### src/rtl/serial_deser_16bit_if.sv
`default_nettype none
// ============================================================================
//  Module      : serial_deser_16bit_if
//  Description : Handshake bundle for the 16-bit serial deserializer.
//                master = frame producer / word consumer, slave = deserializer.
//  Signals     : start, bit_valid, ser_in, out_ready  (master -> slave)
//                out_valid, par_out[15:0], par_err,
//                busy, overrun                        (slave -> master)
//  Revision    : 1.0  initial release
// ============================================================================
interface serial_deser_16bit_if;
   logic        start;
   logic        bit_valid;
   logic        ser_in;
   logic        out_ready;
   logic        out_valid;
   logic [15:0] par_out;
   logic        par_err;
   logic        busy;
   logic        overrun;

   modport master (
      output start, bit_valid, ser_in, out_ready,
      input  out_valid, par_out, par_err, busy, overrun
   );

   modport slave (
      input  start, bit_valid, ser_in, out_ready,
      output out_valid, par_out, par_err, busy, overrun
   );
endinterface
`default_nettype wire

### src/rtl/serial_deser_16bit.sv
`default_nettype none
// ============================================================================
//  Module      : serial_deser_16bit
//  Description : MSB-first serial-to-parallel deserializer with a one-word
//                output buffer (valid/ready) and a one-word holding stage.
//                Optional even-parity check selected by the macro
//                SERIAL_DESER_PARITY_CHECK_EN (frame becomes 17 bits, the
//                last one being the parity bit; par_err reports mismatch).
//  Ports       : clk        - clock, rising edge
//                rst        - synchronous active-high reset
//                bus.slave  - start/bit_valid/ser_in/out_ready in,
//                             out_valid/par_out/par_err/busy/overrun out
//  Revision    : 1.0  initial release
// ============================================================================
module serial_deser_16bit (
   input  wire logic            clk,
   input  wire logic            rst,
   serial_deser_16bit_if.slave  bus
);

`ifdef SERIAL_DESER_PARITY_CHECK_EN
   localparam logic [4:0] c_LAST_CNT = 5'd16;
`else
   localparam logic [4:0] c_LAST_CNT = 5'd15;
`endif

   typedef enum logic [1:0] {
      S_IDLE  = 2'd0,
      S_SHIFT = 2'd1,
      S_WAIT  = 2'd2
   } state_t;

   state_t      r_state,     w_state;
   logic [15:0] r_sreg,      w_sreg;
   logic [4:0]  r_cnt,       w_cnt;
   logic [15:0] r_par_out,   w_par_out;
   logic        r_out_valid, w_out_valid;
   logic        r_par_err,   w_par_err;
   logic        r_hold_err,  w_hold_err;
   logic        r_overrun,   w_overrun;

   logic        w_buf_free;
   logic [15:0] w_done_word;
   logic        w_done_err;

   // Buffer can take a new word if empty or being drained on this edge.
   assign w_buf_free = ~r_out_valid | bus.out_ready;

`ifdef SERIAL_DESER_PARITY_CHECK_EN
   // Last bit is the parity bit: data is already complete in sreg.
   assign w_done_word = r_sreg;
   assign w_done_err  = (^r_sreg) ^ bus.ser_in;
`else
   assign w_done_word = {r_sreg[14:0], bus.ser_in};
   assign w_done_err  = 1'b0;
`endif

   always_ff @(posedge clk) begin
      if (rst) begin
         r_state     <= S_IDLE;
         r_sreg      <= 16'h0000;
         r_cnt       <= 5'd0;
         r_par_out   <= 16'h0000;
         r_out_valid <= 1'b0;
         r_par_err   <= 1'b0;
         r_hold_err  <= 1'b0;
         r_overrun   <= 1'b0;
      end else begin
         r_state     <= w_state;
         r_sreg      <= w_sreg;
         r_cnt       <= w_cnt;
         r_par_out   <= w_par_out;
         r_out_valid <= w_out_valid;
         r_par_err   <= w_par_err;
         r_hold_err  <= w_hold_err;
         r_overrun   <= w_overrun;
      end
   end

   always_comb begin
      w_state     = r_state;
      w_sreg      = r_sreg;
      w_cnt       = r_cnt;
      w_par_out   = r_par_out;
      w_par_err   = r_par_err;
      w_hold_err  = r_hold_err;
      w_overrun   = r_overrun;
      // A consumed word drops valid unless a new word is loaded below.
      w_out_valid = r_out_valid & ~bus.out_ready;

      case (r_state)
         S_IDLE: begin
            if (bus.start) begin
               w_sreg  = 16'h0000;
               w_cnt   = 5'd0;
               w_state = S_SHIFT;
            end
         end

         S_SHIFT: begin
            if (bus.start) begin
               // Abort: restart the frame from scratch.
               w_sreg = 16'h0000;
               w_cnt  = 5'd0;
            end else if (bus.bit_valid) begin
               if (r_cnt == c_LAST_CNT) begin
                  w_cnt = 5'd0;
                  if (w_buf_free) begin
                     w_par_out   = w_done_word;
                     w_par_err   = w_done_err;
                     w_out_valid = 1'b1;
                     w_state     = S_IDLE;
                  end else begin
                     // Park the completed word in sreg until the buffer frees.
                     w_sreg     = w_done_word;
                     w_hold_err = w_done_err;
                     w_state    = S_WAIT;
                  end
               end else begin
                  w_sreg = {r_sreg[14:0], bus.ser_in};
                  w_cnt  = r_cnt + 5'd1;
               end
            end
         end

         S_WAIT: begin
            if (bus.start | bus.bit_valid) begin
               w_overrun = 1'b1;
            end
            if (w_buf_free) begin
               w_par_out   = r_sreg;
               w_par_err   = r_hold_err;
               w_out_valid = 1'b1;
               w_state     = S_IDLE;
            end
         end

         default: begin
            w_state = S_IDLE;
         end
      endcase
   end

   assign bus.out_valid = r_out_valid;
   assign bus.par_out   = r_par_out;
   assign bus.par_err   = r_par_err;
   assign bus.busy      = (r_state != S_IDLE);
   assign bus.overrun   = r_overrun;

endmodule
`default_nettype wire

### src/flat_wrapper.sv
// flat-port wrapper written by rule: the top's interface ports become plain ports
module serial_deser_16bit_flat 
  (clk, rst, bus_start, bus_bit_valid, bus_ser_in, bus_out_ready, bus_out_valid, bus_par_out, bus_par_err, bus_busy, bus_overrun);
  serial_deser_16bit_if bus_i ();
  input  wire logic clk;
  input  wire logic rst;
  input wire logic [$bits(bus_i.start)-1:0] bus_start;
  input wire logic [$bits(bus_i.bit_valid)-1:0] bus_bit_valid;
  input wire logic [$bits(bus_i.ser_in)-1:0] bus_ser_in;
  input wire logic [$bits(bus_i.out_ready)-1:0] bus_out_ready;
  output wire logic [$bits(bus_i.out_valid)-1:0] bus_out_valid;
  output wire logic [$bits(bus_i.par_out)-1:0] bus_par_out;
  output wire logic [$bits(bus_i.par_err)-1:0] bus_par_err;
  output wire logic [$bits(bus_i.busy)-1:0] bus_busy;
  output wire logic [$bits(bus_i.overrun)-1:0] bus_overrun;
  assign bus_i.start = bus_start;
  assign bus_i.bit_valid = bus_bit_valid;
  assign bus_i.ser_in = bus_ser_in;
  assign bus_i.out_ready = bus_out_ready;
  assign bus_out_valid = bus_i.out_valid;
  assign bus_par_out = bus_i.par_out;
  assign bus_par_err = bus_i.par_err;
  assign bus_busy = bus_i.busy;
  assign bus_overrun = bus_i.overrun;
  serial_deser_16bit u_core (.clk(clk), .rst(rst), .bus(bus_i));
endmodule
### config.mk
export PLATFORM = sky130hd
export DESIGN_NAME = serial_deser_16bit_flat
export DESIGN_NICKNAME = d
export VERILOG_FILES = /design/src/rtl/serial_deser_16bit_if.sv /design/src/rtl/serial_deser_16bit.sv /design/src/flat_wrapper.sv
export SDC_FILE = /design/constraint.sdc
export NUM_CORES = 1
export LEC_CHECK = 0
export ABC_AREA = 1
export BUFFER_PORTS_ARGS = -buffer_cell sky130_fd_sc_hd__buf_4
export CAP_MARGIN = 10
export CORE_UTILIZATION = 47
export CTS_CLUSTER_SIZE = 10
export DETAILED_ROUTE_END_ITERATION = 7
export PLACE_DENSITY = 0.7
export REMOVE_ABC_BUFFERS = 1
export SYNTH_ARGS = -nofsm -noshare
export SYNTH_HDL_FRONTEND = slang
export SYNTH_SLANG_ARGS = --single-unit
### constraint.sdc
create_clock -name clk -period 2.05 [get_ports clk]
set_input_delay 0.1025 -clock clk [delete_from_list [all_inputs] [get_ports clk]]
set_output_delay 0.1025 -clock clk [all_outputs]
set_load 0.01 [all_outputs]
==> out/qor.yml <==
status:
  run_status: "complete, but fails checks"
  violations: "DRC"
synth:
  synth.top_cells.by_area: "dfxtp_1 37%, nand2_1 13%, nor2_1 12%"
  ys.flop_type: "dfxtp_1"
  synthAdderAreaFrac_pct: 2.82
  synth.ff_latch_count: 41
  synth_edf_count: 0
  synth_top_cell_by_area: "dfxtp_1"
  synth-async-reset-ratio_pct: 0
  synth_area_um2: 2220
  synthXorXnorAreaFrac_pct: 0
  syn_avg_cell_area_um2: 6.67
  synthMuxAreaShare_pct: 0
  synthCells: 333
  synth_top_family_by_area: "simple AND/OR/NAND/NOR gates"
  synth_compound_area_share_pct: 12.1
  seq_area_frac_synth_pct: 37.0
  synth_top_area_share_pct: 37.0
  synthSimpleGateAreaFrac_pct: 36.7
  ys_warn_count: 0
  synthDistinctLibCells: 25
sta:
  tns_ns: 0
  fmax_ghz: 0.575
  finalSetupViolations: 0
  hold_viol: 0
  final_min_period_over_clock_period_pct: 84.8
  finClkSkew_ns: 0.00693
  rsz0062_at_grt: "no"
  worst-slew-pin-transition_ns: 0.608
  fin_crit_ns: 1.74
  slew_headroom_pct: 59.4
  maxSlewViolCount: 0
power_and_ir_drop:
  p_switching_uw: 1850
  p_clk_share_pct: 16.3
  powerDensity_nw_per_um2: 1680
  combPwrFrac_pct: 54.6
  p_sw_share_pct: 44.3
  irDropWorstVdd_uv: 1040
  power_leakage_uw: 0.00118
  power_frac_seq_pct: 29.1
  internal-power_uw: 2330
layout:
  final_cells: 401
  antenna_cells: 0
  layout.nets: 359
  finalInstanceArea_um2: 2480
  drive_gt1_share_pct: 13.8
  num-fill-cells: 440
  syn_to_final_growth_pct: 11.9
global_routing:
  grt_pass1_vias: 1687
  grt_pass1_wl_mm: 7.46
  track_usage_pct: 18.3
  antenna_found_initial: 0
  grt-ovfl-total: 0
  grt_max_degree: 38
clock_tree:
  clockRootBuffer: "clkbuf_8"
  h-tree-depth: 2
  cts.clk_slew.worst_paths_ns: 0.08
  cts_made_buffers: 5
  clk_latency_ns: 0.30
  clkSinkCount: 41
  cts_buffer_depth: 2
  cts_tree: "done"
route:
  vias: 2023
  drt_iter0_drc: 172
  wl_per_cell_um: 11.0
  drt-total-wl_mm: 4.42
  ant_nets: 0
  routed_via_density: 5.04
  dr.pass1.iters: 6
  drc: 8
worst_setup_path:
  reg2reg_from: "u_core.r_state[1]"
  critPathRequiredTime_ns: 2.25
  reg2reg_setup_slack_ns: 0.31
  path_max_fanout: 17
  critPathCaptureType: "flop"
  start_kind: "flop"
  reg2reg_depth: 9
  cp.arrival_ns: 1.94
  crit_type: "flop to flop"
  critical_path.startpoint: "u_core.r_state[1]"
  r2r_end: "u_core.r_sreg[12]"
  cp-endpoint: "u_core.r_sreg[12]"
placed_design:
  dp.cells: 392
  hpwl_mm: 2.74
  detailed_place.area_um2: 2360
  gp_routability_congestion: 0.830
  portBuffers: 24
die:
  rows: 24
  die_y_um: 70.7
  dieArea_um2: 5000
  coreArea_um2: 4440
  fp.dieW_um: 70.7
  initial_utilization_pct: 50.0
  pin_count: 26
flow_run:
  max_cap_violations: 0
hold_path:
  min_path_type: "input port to flop"
-- critical path, cell delays in order, from the launching register on --
cell and delay, ns:
dfxtp_1 0.33, inv_1 0.10, ha_2 0.28, nand2_1 0.12
nor2_1 0.16, nand2_2 0.23, nand2_4 0.23, nand2_1 0.08
nand2_1 0.06, nor2_1 0.04
-- state kept, by name (all words and copies together), names as in the netlist --
register,cells
u_core.bus.out_valid,1
u_core.bus.overrun,1
u_core.bus.par_out,16
u_core.r_cnt,5
u_core.r_sreg,16
u_core.r_state,2
-- cell type report --
cell class                      count  area [µm²]  area share (%)
Multi-Input combinational cell    245        1150            46.4
Inverter                           26        97.6            3.93
Timing Repair Buffer               29         233            9.37
Tap cell                           52        65.1            2.62
Clock inverter                      1        30.0            1.21
Clock buffer                        7        86.3            3.47
Sequential cell                    41         821            33.0
-- logic make-up (layout without fill, tap and decap cells) --
| family | after synthesis | after routing |
|---|---|---|
| buf+inv | 47 | 63 |
| other cells | 1 | 1 |
| flops | 41 | 41 |
| fa+ha+maj | 5 | 5 |
| compound gates | 48 | 48 |
| simple gates | 191 | 191 |
-- power groups by stage --
stage	logic (µW)	registers (µW)	clock network, µW
floorplan	1630	1240	0
global placement	2250	1220	0
detailed placement	2280	1230	0
CTS	2290	1210	689
global route	2620	1250	720
finish	2280	1220	680
-- per-stage QoR --
stage	power, µW	utilization (%)	worst slack [ns]	hold WS (ns)
final	4180	55.9	0.311	0.123
after detailed placement	3510	53.0	0.291	0.318
after CTS	4190	55.9	0.227	0.124
after floorplan	2870	-	0.0111	0.172
after global routing	4580	55.9	0.0782	0.131
after global placement	3480	53.0	0.344	0.318
-- layout by cell type (no fill, tap or decap) --
cell type      instances
a21boi_0               5
nor2_8                 1
o21a_1                 2
ha_1                   4
nand3_1               34
nand3_2                1
nor2_1                69
o21ai_4                1
inv_2                  3
nand2_1               79
buf_12                 1
nand2_4                2
clkbuf_1               1
buf_4                 27
dfxtp_1               41
conb_1                 1
nand4_1                1
ha_2                   1
dlygate4sd3_1          1
a21oi_1               37
o21ai_0                3
nor2_2                 1
bufinv_16              1
nand2_2                2
nor2_4                 1
inv_1                 23
clkbuf_8               6
-- cell usage after synthesis (2+ instances only) --
master     n
a21boi_0   5
a21oi_1   37
buf_1      2
buf_2      5
buf_4      8
buf_6      5
dfxtp_1   41
ha_1       5
inv_1     23
inv_2      3
nand2_1   79
nand2_2    2
nand2_4    2
nand3_1   34
nor2_1    69
o21a_1     2
o21ai_0    3
-- how the worst min path moves through the flow --
stage | cells after the start | to | startpoint
after floorplan | 1 | u_core.r_cnt[1] | rst
after global placement | 2 | u_core.r_sreg[9] | rst
after detailed placement | 2 | u_core.r_sreg[9] | rst
after CTS | 3 | u_core.bus.out_valid | bus_bit_valid
after global routing | 3 | u_core.bus.out_valid | bus_bit_valid
final | 3 | u_core.bus.out_valid | bus_bit_valid
-- routing by layer --
layer,track usage (%),wire length [µm],share of wire (%)
met1,24.0,2200,50
met2,30.4,2020,46
met3,3.42,128,2.9
met4,6.00,70,1.6
met5,0,0,0
-- repair_timing --
action                                  CTS  global route
setup buffers                             0             0
hold endpoints to repair                  1             0
hold buffers                              1             0
endpoints found under the setup margin    0             4
resized for setup                         0             1
No activity file was read; power rests on OpenSTA's default activity.
